$ cat config.mk
export PLATFORM = sky130hd
export DESIGN_NAME = tiq_therm_encoder_flat
export DESIGN_NICKNAME = d
export VERILOG_FILES = /design/src/rtl/tiq_therm_if.sv /design/src/rtl/tiq_therm_encoder.sv /design/src/flat_wrapper.sv
export SDC_FILE = /design/constraint.sdc
export NUM_CORES = 1
export LEC_CHECK = 0
export CAP_MARGIN = 20
export CORE_MARGIN = 2
export CORE_UTILIZATION = 53
export CTS_CLUSTER_SIZE = 8
export DETAILED_ROUTE_END_ITERATION = 16
export DONT_BUFFER_PORTS = 1
export PLACE_DENSITY_LB_ADDON = 0.05
export SYNTH_ARGS = -nofsm -noshare
export SYNTH_HDL_FRONTEND = slang
export SYNTH_SLANG_ARGS = --single-unit
$ cat constraint.sdc
create_clock -name clk -period 2.3 [get_ports clk]
set_clock_uncertainty 0.05 [all_clocks]
set_input_delay 0.69 -clock clk [delete_from_list [all_inputs] [get_ports clk]]
set_output_delay 0.69 -clock clk [all_outputs]
set_load 0.01 [all_outputs]
$ cat src/rtl/tiq_therm_if.sv
// Sample/result bundle between the comparator back end and the thermometer encoder.
// The master drives sample-enable, the raw thermometer word and flag clear; the slave returns results.
interface tiq_therm_if #(
    parameter int N_BITS   = 3,
    parameter int AVG_LOG2 = 0
);
    localparam int THERM_W = (1 << N_BITS) - 1;
    localparam int OUT_W   = N_BITS + AVG_LOG2;

    logic               en;
    logic [THERM_W-1:0] therm_in;
    logic               clr_flags;
    logic [OUT_W-1:0]   code_out;
    logic               code_valid;
    logic               over_rng;
    logic               under_rng;
    logic               bubble_err;

    modport master (
        output en, therm_in, clr_flags,
        input  code_out, code_valid, over_rng, under_rng, bubble_err
    );

    modport slave (
        input  en, therm_in, clr_flags,
        output code_out, code_valid, over_rng, under_rng, bubble_err
    );
endinterface

$ cat src/rtl/tiq_therm_encoder.sv
// Thermometer-to-binary encoder: 2-flop synchroniser, bubble-aware encode register,
// optional 2**AVG_LOG2 sample accumulation with a one-cycle result strobe.
module tiq_therm_encoder #(
    parameter int N_BITS      = 3,
    parameter int BUBBLE_MODE = 0,
    parameter int AVG_LOG2    = 0
) (
    input logic       clk,
    input logic       rst_n,
    tiq_therm_if.slave bus
);
    localparam int THERM_W = (1 << N_BITS) - 1;
    localparam int OUT_W   = N_BITS + AVG_LOG2;
    localparam int CNT_W   = (AVG_LOG2 > 0) ? AVG_LOG2 : 1;

    function automatic logic [N_BITS-1:0] ones_count(input logic [THERM_W-1:0] t);
        logic [N_BITS-1:0] c;
        c = '0;
        for (int i = 0; i < THERM_W; i++) c = c + N_BITS'(t[i]);
        return c;
    endfunction

    // Boundary bits model an always-tripped comparator below 0 and a never-tripped one above the top.
    function automatic logic [N_BITS-1:0] maj_priority(input logic [THERM_W-1:0] t);
        logic [THERM_W+1:0] ext;
        logic [N_BITS-1:0]  c;
        logic               a, b, d;
        ext = {1'b0, t, 1'b1};
        c   = '0;
        for (int i = 0; i < THERM_W; i++) begin
            a = ext[i];
            b = ext[i+1];
            d = ext[i+2];
            if ((a & b) | (a & d) | (b & d)) c = N_BITS'(i + 1);
        end
        return c;
    endfunction

    function automatic logic non_monotone(input logic [THERM_W-1:0] t);
        return |(t & (t + THERM_W'(1)));
    endfunction

    logic [THERM_W-1:0] sync_p0, sync_p1;
    logic               vld_p0, vld_p1, vld_p2;
    logic [N_BITS-1:0]  code_p2;
    logic               full_p2, zero_p2, bubble_p2;
    logic [N_BITS-1:0]  enc_code;

    logic [CNT_W-1:0]   cnt;
    logic [OUT_W-1:0]   acc;
    logic               hi, lo;
    logic               win_last;

    logic [OUT_W-1:0]   code_out_p3;
    logic               code_valid_p3, over_rng_p3, under_rng_p3, bubble_err_p3;

    always_comb begin
        enc_code = (BUBBLE_MODE == 1) ? maj_priority(sync_p1) : ones_count(sync_p1);
        win_last = (AVG_LOG2 == 0) || (cnt == '1);
    end

    always_ff @(posedge clk) begin
        if (!rst_n) begin
            sync_p0       <= '0;
            sync_p1       <= '0;
            vld_p0        <= 1'b0;
            vld_p1        <= 1'b0;
            vld_p2        <= 1'b0;
            code_p2       <= '0;
            full_p2       <= 1'b0;
            zero_p2       <= 1'b0;
            bubble_p2     <= 1'b0;
            cnt           <= '0;
            acc           <= '0;
            hi            <= 1'b0;
            lo            <= 1'b0;
            code_out_p3   <= '0;
            code_valid_p3 <= 1'b0;
            over_rng_p3   <= 1'b0;
            under_rng_p3  <= 1'b0;
            bubble_err_p3 <= 1'b0;
        end else begin
            // S1/S2: synchroniser, enable follows in lock-step
            sync_p0 <= bus.therm_in;
            sync_p1 <= sync_p0;
            vld_p0  <= bus.en;
            vld_p1  <= vld_p0;
            vld_p2  <= vld_p1;

            // S3: encode register, flags taken on the uncorrected word
            code_p2   <= enc_code;
            full_p2   <= &sync_p1;
            zero_p2   <= ~|sync_p1;
            bubble_p2 <= non_monotone(sync_p1);

            // S4: flags, accumulation and output strobe
            if (bus.clr_flags)        bubble_err_p3 <= 1'b0;
            if (vld_p2 && bubble_p2)  bubble_err_p3 <= 1'b1;

            code_valid_p3 <= 1'b0;
            if (vld_p2) begin
                if (win_last) begin
                    code_out_p3   <= acc + OUT_W'(code_p2);
                    over_rng_p3   <= hi | full_p2;
                    under_rng_p3  <= lo | zero_p2;
                    code_valid_p3 <= 1'b1;
                    acc           <= '0;
                    cnt           <= '0;
                    hi            <= 1'b0;
                    lo            <= 1'b0;
                end else begin
                    acc <= acc + OUT_W'(code_p2);
                    cnt <= cnt + CNT_W'(1);
                    hi  <= hi | full_p2;
                    lo  <= lo | zero_p2;
                end
            end
        end
    end

    assign bus.code_out   = code_out_p3;
    assign bus.code_valid = code_valid_p3;
    assign bus.over_rng   = over_rng_p3;
    assign bus.under_rng  = under_rng_p3;
    assign bus.bubble_err = bubble_err_p3;
endmodule
$ cat src/flat_wrapper.sv
// flat-port wrapper written by rule: the top's interface ports become plain ports
module tiq_therm_encoder_flat 
#(
    parameter int N_BITS      = 3,
    parameter int BUBBLE_MODE = 0,
    parameter int AVG_LOG2    = 0
)
  (clk, rst_n, bus_en, bus_therm_in, bus_clr_flags, bus_code_out, bus_code_valid, bus_over_rng, bus_under_rng, bus_bubble_err);
  tiq_therm_if #(.N_BITS(N_BITS), .AVG_LOG2(AVG_LOG2)) bus_i ();
  input logic clk;
  input logic rst_n;
  input wire logic [$bits(bus_i.en)-1:0] bus_en;
  input wire logic [$bits(bus_i.therm_in)-1:0] bus_therm_in;
  input wire logic [$bits(bus_i.clr_flags)-1:0] bus_clr_flags;
  output wire logic [$bits(bus_i.code_out)-1:0] bus_code_out;
  output wire logic [$bits(bus_i.code_valid)-1:0] bus_code_valid;
  output wire logic [$bits(bus_i.over_rng)-1:0] bus_over_rng;
  output wire logic [$bits(bus_i.under_rng)-1:0] bus_under_rng;
  output wire logic [$bits(bus_i.bubble_err)-1:0] bus_bubble_err;
  assign bus_i.en = bus_en;
  assign bus_i.therm_in = bus_therm_in;
  assign bus_i.clr_flags = bus_clr_flags;
  assign bus_code_out = bus_i.code_out;
  assign bus_code_valid = bus_i.code_valid;
  assign bus_over_rng = bus_i.over_rng;
  assign bus_under_rng = bus_i.under_rng;
  assign bus_bubble_err = bus_i.bubble_err;
  tiq_therm_encoder #(.N_BITS(N_BITS), .BUBBLE_MODE(BUBBLE_MODE), .AVG_LOG2(AVG_LOG2)) u_core (.clk(clk), .rst_n(rst_n), .bus(bus_i));
endmodule
Yosys cells after proc, flatten, opt, wreduce, memory -nomap -nowiden
Cells that the tools add are included.

Add/sub/neg operators: 7. Multiply operators: 0. Divide/modulo/power cells: 0. Order comparisons: 0. Equal/unequal tests: 0. Shift operators: 0. Multiplexer cells: 3. Bitwise operators: 1. Reductions and logical operators: 6.

Operator list (number): 3-bit by 1-bit adder with 3-bit output (5); 7-bit OR reduction (2); 7-bit by 1-bit adder with 7-bit output (second input constant) (1); 7-bit bitwise AND (1); 7-bit AND reduction (1); 1-bit 2-to-1 mux (3); 1-bit by 1-bit adder with 2-bit output (1); 2-bit nonzero test (1); 1-bit logical AND (1); 1-bit zero test (1).

Bits in registers: 30. Latch bits: 0. RAM bits: 0. ROM bits: 0. Bits of input ports: 11. Output and inout port bits: 7. Memories kept: 0.

Longest topological paths before layout
Depth in word-level cells: 6. Depth in mapped cells: 11. Mapped depth without buffers: 11.

Least setup slack after synthesis
Ideal clock, no wire load.

Kind: register -> register. Start: register u_core.sync_p1[1]. End: register u_core.code_p2[2]. Setup time: 117 ps. Arrival: 2343 ps. Data required time: 2133 ps. Slack: -211 ps. Cell stages (with the launch flop): 12. Period minus slack after synthesis: 2511 ps. Path through: dfxtp_1 -> inv_1 -> ha_1 -> inv_1 -> fa_1 -> fa_1 -> inv_1 -> ha_1 -> inv_1 -> fa_1 -> xor2_1 -> nor2_1.

Word-level cells in the longest chain between the ends: 6.

Ends and longest elaborated chain: start, declared (line tiq_therm_encoder.sv:43) `logic [THERM_W-1:0] sync_p0, sync_p1;`; start signal, assigned (line tiq_therm_encoder.sv:85) `sync_p1 <= sync_p0;`; 1-bit by 1-bit adder with 2-bit output (line tiq_therm_encoder.sv:19) `for (int i = 0; i < THERM_W; i++) c = c + N_BITS'(t[i]);`; 3-bit by 1-bit adder with 3-bit output (5 in a row) (line tiq_therm_encoder.sv:19); end signal, assigned (line tiq_therm_encoder.sv:91) `code_p2 <= enc_code;`; end, declared (line tiq_therm_encoder.sv:45) `logic [N_BITS-1:0] code_p2;`.

No other way between the ends. A chain may end at the register's enable or synchronous reset.

Final worst setup path
Start: register u_core.sync_p1[0]. End: register u_core.code_p2[1].

The elaborated chain is that of the path after synthesis.

==> results.md <==
- Number of enable-type register cells in the synthesized netlist: 0
- Maximum fanout encountered on the critical timing path: 2
- Antenna violations before repair: 0
- Number of clock buffers inserted by TritonCTS: 5
- Setup repair after global routing missed its margin: yes
- Max-cap violations: 0
- Hold buffer count at CTS: 0
- Area of the die: about 2500 um2
- Clock transition at the registers of the reported paths: 80 ps
- TritonCTS clock tree: done
- Switching power as a share of total power: between 20% and 30%
- Wire length of the first global-routing pass: ~2.5 mm
- Non-filler instance count after layout: between 100 and 150
- Status: complete, but fails checks
- Violated checks: negative setup slack
- Cell types occupying the most area after synthesis: sky130_fd_sc_hd__dfxtp_1 55%, sky130_fd_sc_hd__and2_2 6.1%, sky130_fd_sc_hd__and2_1 5.7%
- Post-layout nets: approximately 130
- Worst slack, placed: -217 ps
- Tightest Hold Check Type: reg -> reg
- Skew-Pair Late Insertion Delay: 310 ps
- Post-Place Cells: between 100 and 150
- Leakage power summed over all cells: 0.000501 uW
- I/O pins: 18
- Endpoint class of the critical path: flop
- Least-Margin Pin Slew: approximately 340 ps
- Drt initial violations: 1
- Antenna-violating nets left: 0
- GRT Util Overall: 14.2%
- Post-route cell area: roughly 1200 um2
- Worst setup path category: reg -> reg
- Final setup slack of the worst path: -211 ps
- M2 GR Usage: 21.3%
- Final-report hold violation count: 0
- Final critical-path required period: between 2000 and 3000 ps
- Post-detailed-placement cell area: ~1200 um2
- Via/cell ratio: about 4.6
- Most common library cells after synthesis: 30 x sky130_fd_sc_hd__dfxtp_1, 12 x sky130_fd_sc_hd__inv_1, 10 x sky130_fd_sc_hd__and2_1
- Cell row count: 16
- Sequential cell fraction of total power: about three fifths
- Post-synthesis net count: around 120
- Clock buffer depth: 2
- Post-detailed-routing wire length: 1.33 mm
- Critical Path Slowest Stage Cell: sky130_fd_sc_hd__fa_2
- Busiest metal layer after global routing: met2
- Final routed wire length divided by cell count: 9.67 um
- Area share of the largest cell type after synthesis: a little over half
- Async set or reset register ratio after synthesis: 0%
- FF+latch count, synth: 30
- Library cell appearing most often on the critical path: sky130_fd_sc_hd__inv_2
- First drt pass iteration count: 2
- Upper clock frequency limit: about 400 MHz
- RePlAce Congestion: 0.709
- Die Y-Extent: just under 50 um
- Pwr Total: around 900 uW
- Maximum number of pins on one net before global-route repair: 22
- Slew margin rel.: between 70 and 80%
- Largest area contributor in the netlist: sky130_fd_sc_hd__dfxtp_1
- Number of global-route vias before repair: 623
- Crit path launch type: flop
- Sum of overflow across all layers after global routing: 0
- Final-report setup violation count: 2
- Count of cell types in the netlist: 22
- Post-route clock period utilization: 109%
- Data required time of the worst path: ~2500 ps
- Fillers: 184
- Share of the core filled with cells: between 60% and 70%
- Dominant synthesized flop cell: sky130_fd_sc_hd__dfxtp_1
- Top-count cell post-synth: sky130_fd_sc_hd__dfxtp_1
- Power per standard cell area: around 740 nW/um2
- DIE WIDTH: 49.6 um
- Detailed-route via count: about 640
- TritonCTS sink count: 30
- Worst EP arrival: around 2700 ps
- Placeable core area: 1960 um2
- Yosys warns: 0
- Layout cell share with drive strength beyond 1: about a third
- Switching power summed over all nets: approximately 190 uW
- Met3 Usage GRT: a little under a tenth
- Synth-to-Final Area Change: 12.3%
- Netlist area before placement: about 1100 um2
- Count of mapped cells out of synthesis: 99
- Share of total power in the clock network: about 34%
- Area of all sequential standard cells: 603 um2
- Internal: slightly above 700 uW
- List of cells traversed by the critical path: inv_2, ha_4, inv_2, fa_1, fa_1, inv_1, ha_2, inv_2, fa_2, nor2_1
- Per-instance average area after synthesis: between 10 and 15 um2
- Delay of the slowest cell on the worst path: about 510 ps
- Logic gate share of total power: 6.0%
- IR drop worst, VDD: ~0.51 mV
- PortBufs: 0
- Global routing met1 resource utilization: about 15%
- Post-route DRC violation count: 0
- CTS Root Cell: sky130_fd_sc_hd__clkbuf_4
- Number of diodes added for antenna fixing: 0
- Area occupied by multi-input gates: 444 um2
- Effective utilization at floorplan: ~56%
- Share of the yosys chip area belonging to registers: a little over half
- Count of final max-slew check failures: 0
- H-Tree Depth: 2
- Dpl hpwl: 961 um
layout by cell type, fill, tap and decap left out:
cell type / netlist / routed
sky130_fd_sc_hd__dfxtp_2: 0 / 2
sky130_fd_sc_hd__a31oi_1: 1 / 1
sky130_fd_sc_hd__o21ai_0: 2 / 2
sky130_fd_sc_hd__nor4_2: 2 / 2
sky130_fd_sc_hd__clkbuf_1: 0 / 1
sky130_fd_sc_hd__nand2b_1: 1 / 1
sky130_fd_sc_hd__and2_1: 10 / 10
sky130_fd_sc_hd__inv_2: 1 / 5
sky130_fd_sc_hd__ha_2: 0 / 1
sky130_fd_sc_hd__fa_2: 0 / 1
sky130_fd_sc_hd__mux2i_1: 5 / 5
sky130_fd_sc_hd__ha_4: 0 / 1
sky130_fd_sc_hd__nand3_1: 1 / 1
sky130_fd_sc_hd__and2_2: 9 / 9
sky130_fd_sc_hd__clkbuf_4: 0 / 5
sky130_fd_sc_hd__a21oi_1: 2 / 2
sky130_fd_sc_hd__nand4_2: 1 / 1
sky130_fd_sc_hd__nand4_1: 1 / 1
sky130_fd_sc_hd__ha_1: 5 / 3
sky130_fd_sc_hd__xor2_1: 1 / 1
sky130_fd_sc_hd__nor2_1: 7 / 7
sky130_fd_sc_hd__nand2_1: 2 / 2
sky130_fd_sc_hd__clkinv_2: 0 / 1
sky130_fd_sc_hd__dfxtp_1: 30 / 28
sky130_fd_sc_hd__fa_1: 3 / 2
sky130_fd_sc_hd__buf_4: 1 / 6
sky130_fd_sc_hd__inv_1: 12 / 8
sky130_fd_sc_hd__clkbuf_8: 0 / 1
metal layers:
| layer | part of all wire [%] | vias to the layer above |
|---|---|---|
| met5 | 0 | - |
| met4 | 2.0 | 0 |
| met3 | 9.0 | 4 |
| met2 | 47 | 22 |
| met1 | 42 | 286 |
| li1 | - | 324 |
worst max-delay path: cells and delay by family (launching register included):
kind	cells	cell delay [ps]
flops	1	340
simple gates	1	40
buf+inv	4	190
fa+ha+maj	5	1810
power groups by stage:
stage	logic [uW]	clock network [uW]	registers (uW)
6_report	55.0	306	551
5_1_grt	65.5	351	554
4_1_cts	55.0	325	551
3_5_place_dp	52.0	0	563
3_3_place_gp	51.0	0	563
2_1_floorplan	45.3	0	561
flip-flops by register name, indices dropped and copies added (netlist names):
name and count:
u_core.sync_p0 7, u_core.sync_p1 7, u_core.bus.code_out 3, u_core.code_p2 3, u_core.bubble_p2 1, u_core.bus.bubble_err 1, u_core.bus.code_valid 1, u_core.bus.over_rng 1
u_core.bus.under_rng 1, u_core.full_p2 1, u_core.vld_p0 1, u_core.vld_p1 1, u_core.vld_p2 1, u_core.zero_p2 1
what timing repair did:
| item | in CTS | in global routing |
|---|---|---|
| pin swaps | 2 | 1 |
| gates resized for setup | 5 | 0 |
| setup buffers | 0 | 1 |
| gates cloned | 0 | 0 |
| endpoints found under the setup margin | 2 | 2 |
logic make-up after synthesis:
logic type | share of synthesized area, %
DFF | 54.6
AOI/OAI and AO/OA | 2.39
muxes | 4.55
and+or+nand+nor | 19.9
xor gates and xnor gates | 0.797
buffers and inverters | 6.60
adders and majority gates | 11.1
final timing paths:
kind                             endpoint  cells past startpoint                         start  slack (ps)
max          u_core.code_p2[1]$_SDFF_PN0_                     10  u_core.sync_p1[0]$_SDFF_PN0_        -210
min          u_core.sync_p1[0]$_SDFF_PN0_                      1  u_core.sync_p0[0]$_SDFF_PN0_         380
max reg2reg  u_core.code_p2[1]$_SDFF_PN0_                     10  u_core.sync_p1[0]$_SDFF_PN0_        -210
min reg2reg  u_core.sync_p1[0]$_SDFF_PN0_                      1  u_core.sync_p0[0]$_SDFF_PN0_         380
through the flow:
step                hold slack [ps]  TNS (ps)
floorplan                       362      -286
global placement                365      -325
detailed placement              370      -406
CTS                             391      -441
global route                    411      -617
finish                          385      -396
cell type report:
class	count	area share (%)
timing repair buffer	6	3.65
clock buffer	7	4.46
tap	27	2.74
sequential	30	48.8
inverter	13	3.95
clock inverter	1	0.405
multi-input combinational	53	36.0
(Power assumes the default switching activity.)
